**src/rtl/serial_adder.sv**
```systemverilog
// Bit-serial ripple adder: one full-add per clock, LSB first, with a registered carry.
// Result and carry_out are loaded only on completion and then held until the next one.
module serial_adder #(
  parameter int WIDTH = 8
) (
  input  logic             clk,
  input  logic             rst_n,
  input  logic             start,
  input  logic [WIDTH-1:0] operand_A,
  input  logic [WIDTH-1:0] operand_B,
  input  logic             carry_in,
  output logic             busy,
  output logic             done,
  output logic [WIDTH-1:0] sum,
  output logic             carry_out
);

  localparam int CNT_W = (WIDTH < 1) ? 1 : $clog2(WIDTH + 1);
  localparam logic [CNT_W-1:0] LAST_BIT = CNT_W'(WIDTH - 1);

  typedef enum logic [1:0] {
    IDLE  = 2'd0,
    SHIFT = 2'd1,
    DONE  = 2'd2
  } state_t;

  state_t           state;
  logic [WIDTH-1:0] shift_a;
  logic [WIDTH-1:0] shift_b;
  logic [WIDTH-1:0] result;
  logic [WIDTH-1:0] result_next;
  logic             carry;
  logic [CNT_W-1:0] count;
  logic [1:0]       fa;

  // Returns {carry, sum} of a single-bit full add.
  function automatic logic [1:0] full_add(input logic x, input logic y, input logic c);
    return {(x & y) | (x & c) | (y & c), x ^ y ^ c};
  endfunction

  // Sum bit enters at the MSB so that after WIDTH shifts bit 0 sits at the LSB;
  // written as a shift plus bit write so it also elaborates for WIDTH = 1.
  always_comb begin
    fa                   = full_add(shift_a[0], shift_b[0], carry);
    result_next          = result >> 1;
    result_next[WIDTH-1] = fa[0];
  end

  always_ff @(posedge clk or negedge rst_n) begin
    if (!rst_n) begin
      state     <= IDLE;
      shift_a   <= '0;
      shift_b   <= '0;
      result    <= '0;
      carry     <= 1'b0;
      count     <= '0;
      busy      <= 1'b0;
      done      <= 1'b0;
      sum       <= '0;
      carry_out <= 1'b0;
    end else begin
      case (state)
        IDLE: begin
          if (start) begin
            shift_a <= operand_A;
            shift_b <= operand_B;
            carry   <= carry_in;
            result  <= '0;
            count   <= '0;
            busy    <= 1'b1;
            state   <= SHIFT;
          end
        end
        SHIFT: begin
          result  <= result_next;
          shift_a <= shift_a >> 1;
          shift_b <= shift_b >> 1;
          carry   <= fa[1];
          count   <= count + 1'b1;
          if (count == LAST_BIT) begin
            sum       <= result_next;
            carry_out <= fa[1];
            busy      <= 1'b0;
            done      <= 1'b1;
            state     <= DONE;
          end
        end
        DONE: begin
          done  <= 1'b0;
          state <= IDLE;
        end
        default: begin
          busy  <= 1'b0;
          done  <= 1'b0;
          state <= IDLE;
        end
      endcase
    end
  end

endmodule

```
**config.mk**
```make
export PLATFORM = sky130hd
export DESIGN_NAME = serial_adder
export DESIGN_NICKNAME = d
export VERILOG_FILES = /design/src/rtl/serial_adder.sv
export SDC_FILE = /design/constraint.sdc
export NUM_CORES = 1
export LEC_CHECK = 0
export ABC_AREA = 1
export ABC_CLOCK_PERIOD_IN_PS = 1600
export CAP_MARGIN = 20
export CORE_MARGIN = 2
export CORE_UTILIZATION = 52
export DETAILED_ROUTE_END_ITERATION = 16
export GPL_TIMING_DRIVEN = 0
export MAX_ROUTING_LAYER = met4
export PLACE_DENSITY = 0.86
export SLEW_MARGIN = 20
export SYNTH_ARGS = -nofsm -noshare
export SYNTH_HDL_FRONTEND = slang
export SYNTH_SLANG_ARGS = --single-unit
export TNS_END_PERCENT = 30
```
**constraint.sdc**
```tcl
create_clock -name clk -period 1.6 [get_ports clk]
set_input_delay 0.32 -clock clk [delete_from_list [all_inputs] [get_ports clk]]
set_output_delay 0.32 -clock clk [all_outputs]
set_load 0.01 [all_outputs]
```
==> results of run 1 <==
-- state kept, by name, summed over array words and instances, names as in the netlist --
signal	cells
shift_a	8
shift_b	8
sum	8
result	7
count	4
state	2
busy	1
carry	1
carry_out	1
done	1
-- cell families (layout without fill, tap and decap cells) --
kind of cell               count (synthesis)  after routing  share of synthesized area (%)
AOI/OAI and AO/OA                          4              4                          1.251
adders and majority gates                  2              2                          1.807
buffers and inverters                     15             55                          5.351
DFF                                       41             41                          56.98
and+or+nand+nor                          141            141                          34.61
-- routing by layer --
metal,track usage [%],vias to the layer above
met5,-,-
met4,11.67,0
met2,26.88,28
met1,25.42,671
met3,4.324,9
li1,-,728
-- power breakdown --
group          leakage (nW)  switching, mW  internal [mW]
Sequential            0.523          0.292           1.47
Clock                0.0413          0.332          0.255
Combinational         0.675          0.814          0.668
-- layout by cell type (no fill, tap or decap), drive strengths merged --
master         count
buf               10
clkbuf             7
clkdlybuf4s50     18
clkinv             1
dfrtp             41
dlygate4sd2        2
dlygate4sd3        1
dlymetal6s2s       9
fa                 1
ha                 1
inv                7
nand2             90
nand3             47
nand4              1
nor2               3
o21ai              3
o21bai             1
-- cell type report --
type,count,area (um^2),area share [%]
plain buffers,8,67.56,2.972
well taps,46,57.56,2.532
inverters,7,28.78,1.266
multi-input cells,147,678.2,29.83
repair buffers,32,345.3,15.19
flip-flops and latches,41,1026,45.13
clock inverters,1,5.005,0.2201
clock buffers,7,65.06,2.862
-- final timing paths --
path / cells past startpoint / end / start / slack, ns
setup / recovery: 1 / carry_out / carry_out / 0.24
hold / removal: 2 / shift_a[1] / rst_n / 0.35
setup reg to reg: 6 / sum[0] / count[0] / 0.32
hold reg to reg: 2 / sum[2] / sum[2] / 0.49
max in group asynchronous: 3 / shift_b[5] / rst_n / 0.80
min in group clk: 3 / shift_a[7] / operand_A[7] / 0.49
-- cells in the mapped netlist (all sizes together) --
cell     n
nand2   90
nand3   47
dfrtp   41
buf      8
inv      7
nor2     3
o21ai    3
fa       1
ha       1
nand4    1
o21bai   1
-- timing repair --
item / 4_1_cts / 5_1_grt
buffers inserted: 0 / 0
gates resized for setup: 2 / 9
hold buffers: 1 / 0
cloned: 0 / 0
endpoints found under the hold margin: 10 / 0
setup endpoints to repair: 2 / 9
==> implementation parameters, run 1 <==
Parameter                              Value

Status
  Run status    complete, no violations

CTS
  Number of H-tree levels    2
  Clock tree from TritonCTS    done
  Total clock sinks    roughly 40
  Skew-Pair Late Insertion Delay    0.36 ns
  Clock root buffer    sky130_fd_sc_hd__clkbuf_4
  Clock-pin transition on the worst setup and hold timing paths    0.12 ns
  Number of clock buffers inserted by TritonCTS    5
  Deepest clock path buffer count    2

Pwr
  Pwr/cell area    between 1500 and 2000 mW/mm^2
  Peak supply drop    0.7125 mV
  Sum of internal, switching and leakage power    between 3 and 4 mW
  Leakage power    between 1 and 1.5 nW

Run
  Max Cap Violations    0

Synthesis
  Synthesized Nets    about 230
  Synth unique cells    20
  Gate Count Post-Synth    203
  Main area contributors after synthesis    sky130_fd_sc_hd__dfrtp_1 57%, sky130_fd_sc_hd__nand2_1 18%, sky130_fd_sc_hd__nand3_1 13%
  Number of synthesized register bits    around 40
  Library cell occupying the most area in the post-synthesis netlist    sky130_fd_sc_hd__dfrtp_1
  Fraction of synthesized cell area taken by the top area cell type    56.98%
  Mean area per synthesized cell    8.869 um^2
  Warnings, synthesis    0
  Part of the Yosys area used for sequential elements    between 50% and 60%
  Synthesized cell area    ~0.0018 mm^2

Routing
  Met2 layer wire length in the routed design    roughly 1.6 mm
  Routed length on met1    1.547 mm
  Total iterations of the first detailed-routing run    4
  Routed wire length    3.382 mm
  Vias after detailed routing    about 1,400
  Post-detailed-route wirelength per cell    roughly 12 um
  Topmost layer with routed signal wires    met4
  Drt initial violations    90
  Met3 WL post-DR    ~140 um
  Remaining antenna violation count    0
  Remaining design rule violation count    0
  Routed via count divided by cell count    roughly 5.0

Timing
  Fmax    734.1 MHz
  Post-Route Hold Slack    ~0.35 ns
  Number of endpoints failing setup at the final stage    0
  Setup clock skew after layout    roughly 0.011 ns
  Actual transition at the worst max-transition pin    roughly 0.28 ns
  Tcrit/Tclk final    85.14%
  Unrepaired setup endpoints after global routing    false
  Pins over their slew limit    0
  Shortest period the worst path allows    1.362 ns
  Worst Setup Slack, final    0.2377 ns
  Total negative slack    0 ns
  Worst slew margin    about four fifths
  Total count of hold-check failures in the final report    0

Worst setup path
  Worst Setup End Kind    output port
  Family with the most delay on the worst path    flip-flops
  Worst EP arrival    approximately 1.0 ns
  Max stage delay cell, worst path    sky130_fd_sc_hd__dfrtp_1
  Start-to-end type of the worst setup path    reg2out
  Crit path launch type    flop
  Data required, critical path    ~1.3 ns
  Worst path max stage delay    0.40 ns
  Highest net fanout along the worst path    2
  Worst path cell trace    dlygate4sd2_1
  Sum of buffers and inverters on the critical path    1

Finish
  Antenna diode count    0
  Fill cell total of the finished layout    280
  Fraction of layout cells with a size suffix above 1    between 10% and 20%
  Final core utilization    about 68%
  Final non-filler cell total    just under 300
  Area growth from synthesis to layout    26.27%
  Post-route design area    about 0.0023 mm^2
  Final #Nets    264

Die
  Core Region    0.003337 mm^2
  Die ar.    slightly below 0.004 mm^2
  Effective utilization at floorplan    53.96%
  Standard-cell rows    21
  Io pins    31
  Die X    62.84 um
  Vertical extent of the die    62.84 um

Global routing
  Final global-route overflow total    0
  Wire length of the first global-routing pass    ~5.6 mm
  Pin count of the biggest net entering global routing    32
  Via count of the first global-routing pass    between 1,000 and 1,500
  Antenna violations before repair    0
  Overall track demand over capacity in global routing    19.16%

Placed design
  Pre-CTS WS    0.1323 ns
  Buffers on Ports    30
  Final weighted congestion in routability-driven placement    0.7702
  Instance count after placement with tap cells included    280
  Placed cell area    0.002173 mm^2
  Half-perimeter wire length after detailed placement    approximately 2.3 mm

Min path
  Worst hold-check path type    in2async
No activity file was read; power rests on OpenSTA's default activity.
==> run 2, diff against run 1 <==
--- a/config.mk
+++ b/config.mk
@@ -6,14 +6,15 @@
 export NUM_CORES = 1
 export LEC_CHECK = 0
 export ABC_AREA = 1
-export ABC_CLOCK_PERIOD_IN_PS = 1600
+export ABC_CLOCK_PERIOD_IN_PS = 1700
 export CAP_MARGIN = 20
+export CORE_ASPECT_RATIO = 1.5
 export CORE_MARGIN = 2
-export CORE_UTILIZATION = 52
+export CORE_UTILIZATION = 56
 export DETAILED_ROUTE_END_ITERATION = 16
 export GPL_TIMING_DRIVEN = 0
 export MAX_ROUTING_LAYER = met4
-export PLACE_DENSITY = 0.86
+export PLACE_DENSITY = 0.91
 export SLEW_MARGIN = 20
 export SYNTH_ARGS = -nofsm -noshare
 export SYNTH_HDL_FRONTEND = slang
==> constraint.sdc (replaced) <==
create_clock -name clk -period 1.7 [get_ports clk]
set_input_delay 0.34 -clock clk [delete_from_list [all_inputs] [get_ports clk]]
set_output_delay 0.34 -clock clk [all_outputs]
set_load 0.01 [all_outputs]
==> implementation parameters, run 2 (synthesis gave the netlist of run 1 again) <==
Parameter                              Value

Finish
  Combined area of the multi-input logic cells    678.2 um^2 (unchanged)
  Antenna diode count    0 (unchanged)
  Fraction of layout cells with a size suffix above 1    11.57% (+0.048 points)
  Fill cell total of the finished layout    216 (-23%)
  Area growth from synthesis to layout    26.34% (about the same)
  Final #Nets    263 (-0.38%)
  Commonest non-fill, non-tap cell in the layout    sky130_fd_sc_hd__nand2_1
  Highest-count cells in the layout ignoring fill and taps    87 x sky130_fd_sc_hd__nand2_1, 45 x sky130_fd_sc_hd__nand3_1, 41 x sky130_fd_sc_hd__dfrtp_1
  Sequential cell area    0.001026 mm^2 (unchanged)
  Final core utilization    73.45% (+5.3 points)
  Largest registers    shift_a: 8 flops, shift_b: 8 flops, sum: 8 flops

Timing
  Total count of hold-check failures in the final report    0 (unchanged)
  Worst Setup Slack, final    0.1482 ns (-0.08955 ns)
  Pins over their slew limit    0 (unchanged)
  Tcrit/Tclk final    91.28%
  Setup clock skew after layout    0.007901 ns (-0.003515 ns)
  Actual transition at the worst max-transition pin    0.5009 ns (+0.2225 ns)
  Fmax    ~640 MHz
  Number of endpoints failing setup at the final stage    0 (unchanged)
  Worst slew margin    66.61% (-15 points)
  Unrepaired setup endpoints after global routing    false
  Shortest period the worst path allows    between 1.5 and 2 ns

Routing
  Drt initial violations    53 (-41%)
  Total iterations of the first detailed-routing run    4 (unchanged)
  Post-detailed-route wirelength per cell    13.05 um (+12%)
  Vias after detailed routing    1,496 (+4.2%)
  Routed via count divided by cell count    5.305 (+6.8%)
  Remaining antenna violation count    0 (unchanged)
  Remaining design rule violation count    0 (unchanged)
  Routed wire length    3.681 mm (+8.8%)

CTS
  Total clock sinks    41 (unchanged)
  Skew-Pair Late Insertion Delay    0.30 ns (-0.06 ns)
  Clock-pin transition on the worst setup and hold timing paths    0.07 ns (-0.05 ns)
  Post_cts resized    0 (-2)
  Number of H-tree levels    2 (unchanged)
  Hold-fix buffers, CTS    0 (-1)
  Clock tree from TritonCTS    done
  Number of clock buffers inserted by TritonCTS    5 (unchanged)
  Number of buffers inserted to repair setup after CTS    0 (unchanged)
  Clock root buffer    sky130_fd_sc_hd__clkbuf_8
  Deepest clock path buffer count    2 (unchanged)

Worst setup path
  Start-to-end type of the worst setup path    reg2out
  Worst EP arrival    1.21 ns (+0.17 ns)
  Number of cell instances on the worst register-to-register path    6 (unchanged)
  End of the worst register-to-register path    sum[0]
  Data required, critical path    1.36 ns (+0.08 ns)
  Max stage delay cell, worst path    sky130_fd_sc_hd__clkdlybuf4s50_1
  Family with the most delay on the worst path    buffers and inverters
  Highest net fanout along the worst path    2 (unchanged)
  Worst path max stage delay    0.54 ns (+0.14 ns)
  Reg2reg setup slack    0.36 ns (+0.04 ns)
  Worst path cell trace    clkdlybuf4s50_1
  Crit path launch type    flop
  Worst Setup End Kind    output port
  Sum of buffers and inverters on the critical path    1 (unchanged)
  Startpoint of the lowest-slack register-to-register path    count[0]
  Beginning of the critical path    sum[6]

Placed design
  Final weighted congestion in routability-driven placement    0.8699 (+13%)
  Buffers on Ports    30 (unchanged)
  Half-perimeter wire length after detailed placement    2.597 mm (+11%)
  Pre-CTS WS    0.2092 ns (+0.07695 ns)

Pwr
  Peak supply drop    1.273 mV (+79%)
  Leakage power    1.148 nW (-7.4%)
  Pwr/cell area    1689 mW/mm^2 (+0.15%)

Die
  Die X    50.30 um (-20%)
  Core Region    0.003097 mm^2 (-7.2%)
  Vertical extent of the die    73.45 um (+17%)
  Effective utilization at floorplan    58.14% (+4.2 points)
  Die ar.    0.003694 mm^2 (-6.5%)
  Standard-cell rows    25 (+19%)
  Io pins    31 (unchanged)

Global routing
  Pin count of the biggest net entering global routing    22 (-31%)
  Final global-route overflow total    0 (unchanged)
  Via count of the first global-routing pass    1,531 (+24%)
  Antenna violations before repair    0 (unchanged)
  Wire length of the first global-routing pass    6.348 mm (+14%)
  Overall track demand over capacity in global routing    24.33% (+5.2 points)

Status
  Run status    complete, no violations

Min path
  Worst hold-check path type    in2async

Run
  Max Cap Violations    0 (unchanged)
[run 2: cell count changes in the layout (fill, tap and decap cells not counted)]
cell / before / now
sky130_fd_sc_hd__clkbuf_8: 2 / 7
sky130_fd_sc_hd__buf_16: 0 / 1
sky130_fd_sc_hd__dlygate4sd3_1: 1 / 0
sky130_fd_sc_hd__clkdlybuf4s50_1: 18 / 29
sky130_fd_sc_hd__dlygate4sd2_1: 2 / 0
sky130_fd_sc_hd__clkbuf_4: 5 / 0
sky130_fd_sc_hd__buf_12: 1 / 0
sky130_fd_sc_hd__dlymetal6s2s_1: 9 / 0
[run 2: cell type report]
cell class	instances	share of cell area, %
tap	40	2.200
timing repair buffer	31	14.19
inverter	7	1.265
multi-input combinational	147	29.81
buffer	8	2.970
sequential	41	45.10
clock buffer	7	4.235
clock inverter	1	0.2200
[run 2: per-layer routing]
| metal | track usage [%] | vias to the layer above | share of wire [%] |
|---|---|---|---|
| met4 | 15.62 | 0 | 2.8 |
| met2 | 39.04 | 44 | 54 |
| met3 | 6.504 | 10 | 4.6 |
| met1 | 26.56 | 711 | 39 |
| met5 | - | - | 0 |
| li1 | - | 731 | - |
[run 2: per-stage QoR]
step	hold WS, ns	total power [mW]	TNS, ns	cell area (um^2)	cells
after floorplan	0.04441	2.575	0	1800	203
after global placement	0.4615	3.067	-28.16	2151	273
after detailed placement	0.3356	3.157	0	2173	274
after CTS	0.01800	3.862	0	2275	282
after global routing	0.03125	4.123	0	2275	282
final	0.001458	3.842	0	2275	282
[run 2: worst max path at each step]
stage	end	cells past startpoint	slack, ns
global placement	shift_b[6]	1	-0.69
floorplan	sum[7]	6	0.60
finish	sum[6]	1	0.15
global route	carry_out	1	0.11
detailed placement	shift_a[7]	5	0.21
CTS	sum[6]	1	0.16
[run 2: power by group]
part	internal [mW]	switching, mW
clock network	0.366	0.322
logic	0.672	0.802
registers	1.39	0.290
total	2.43	1.41
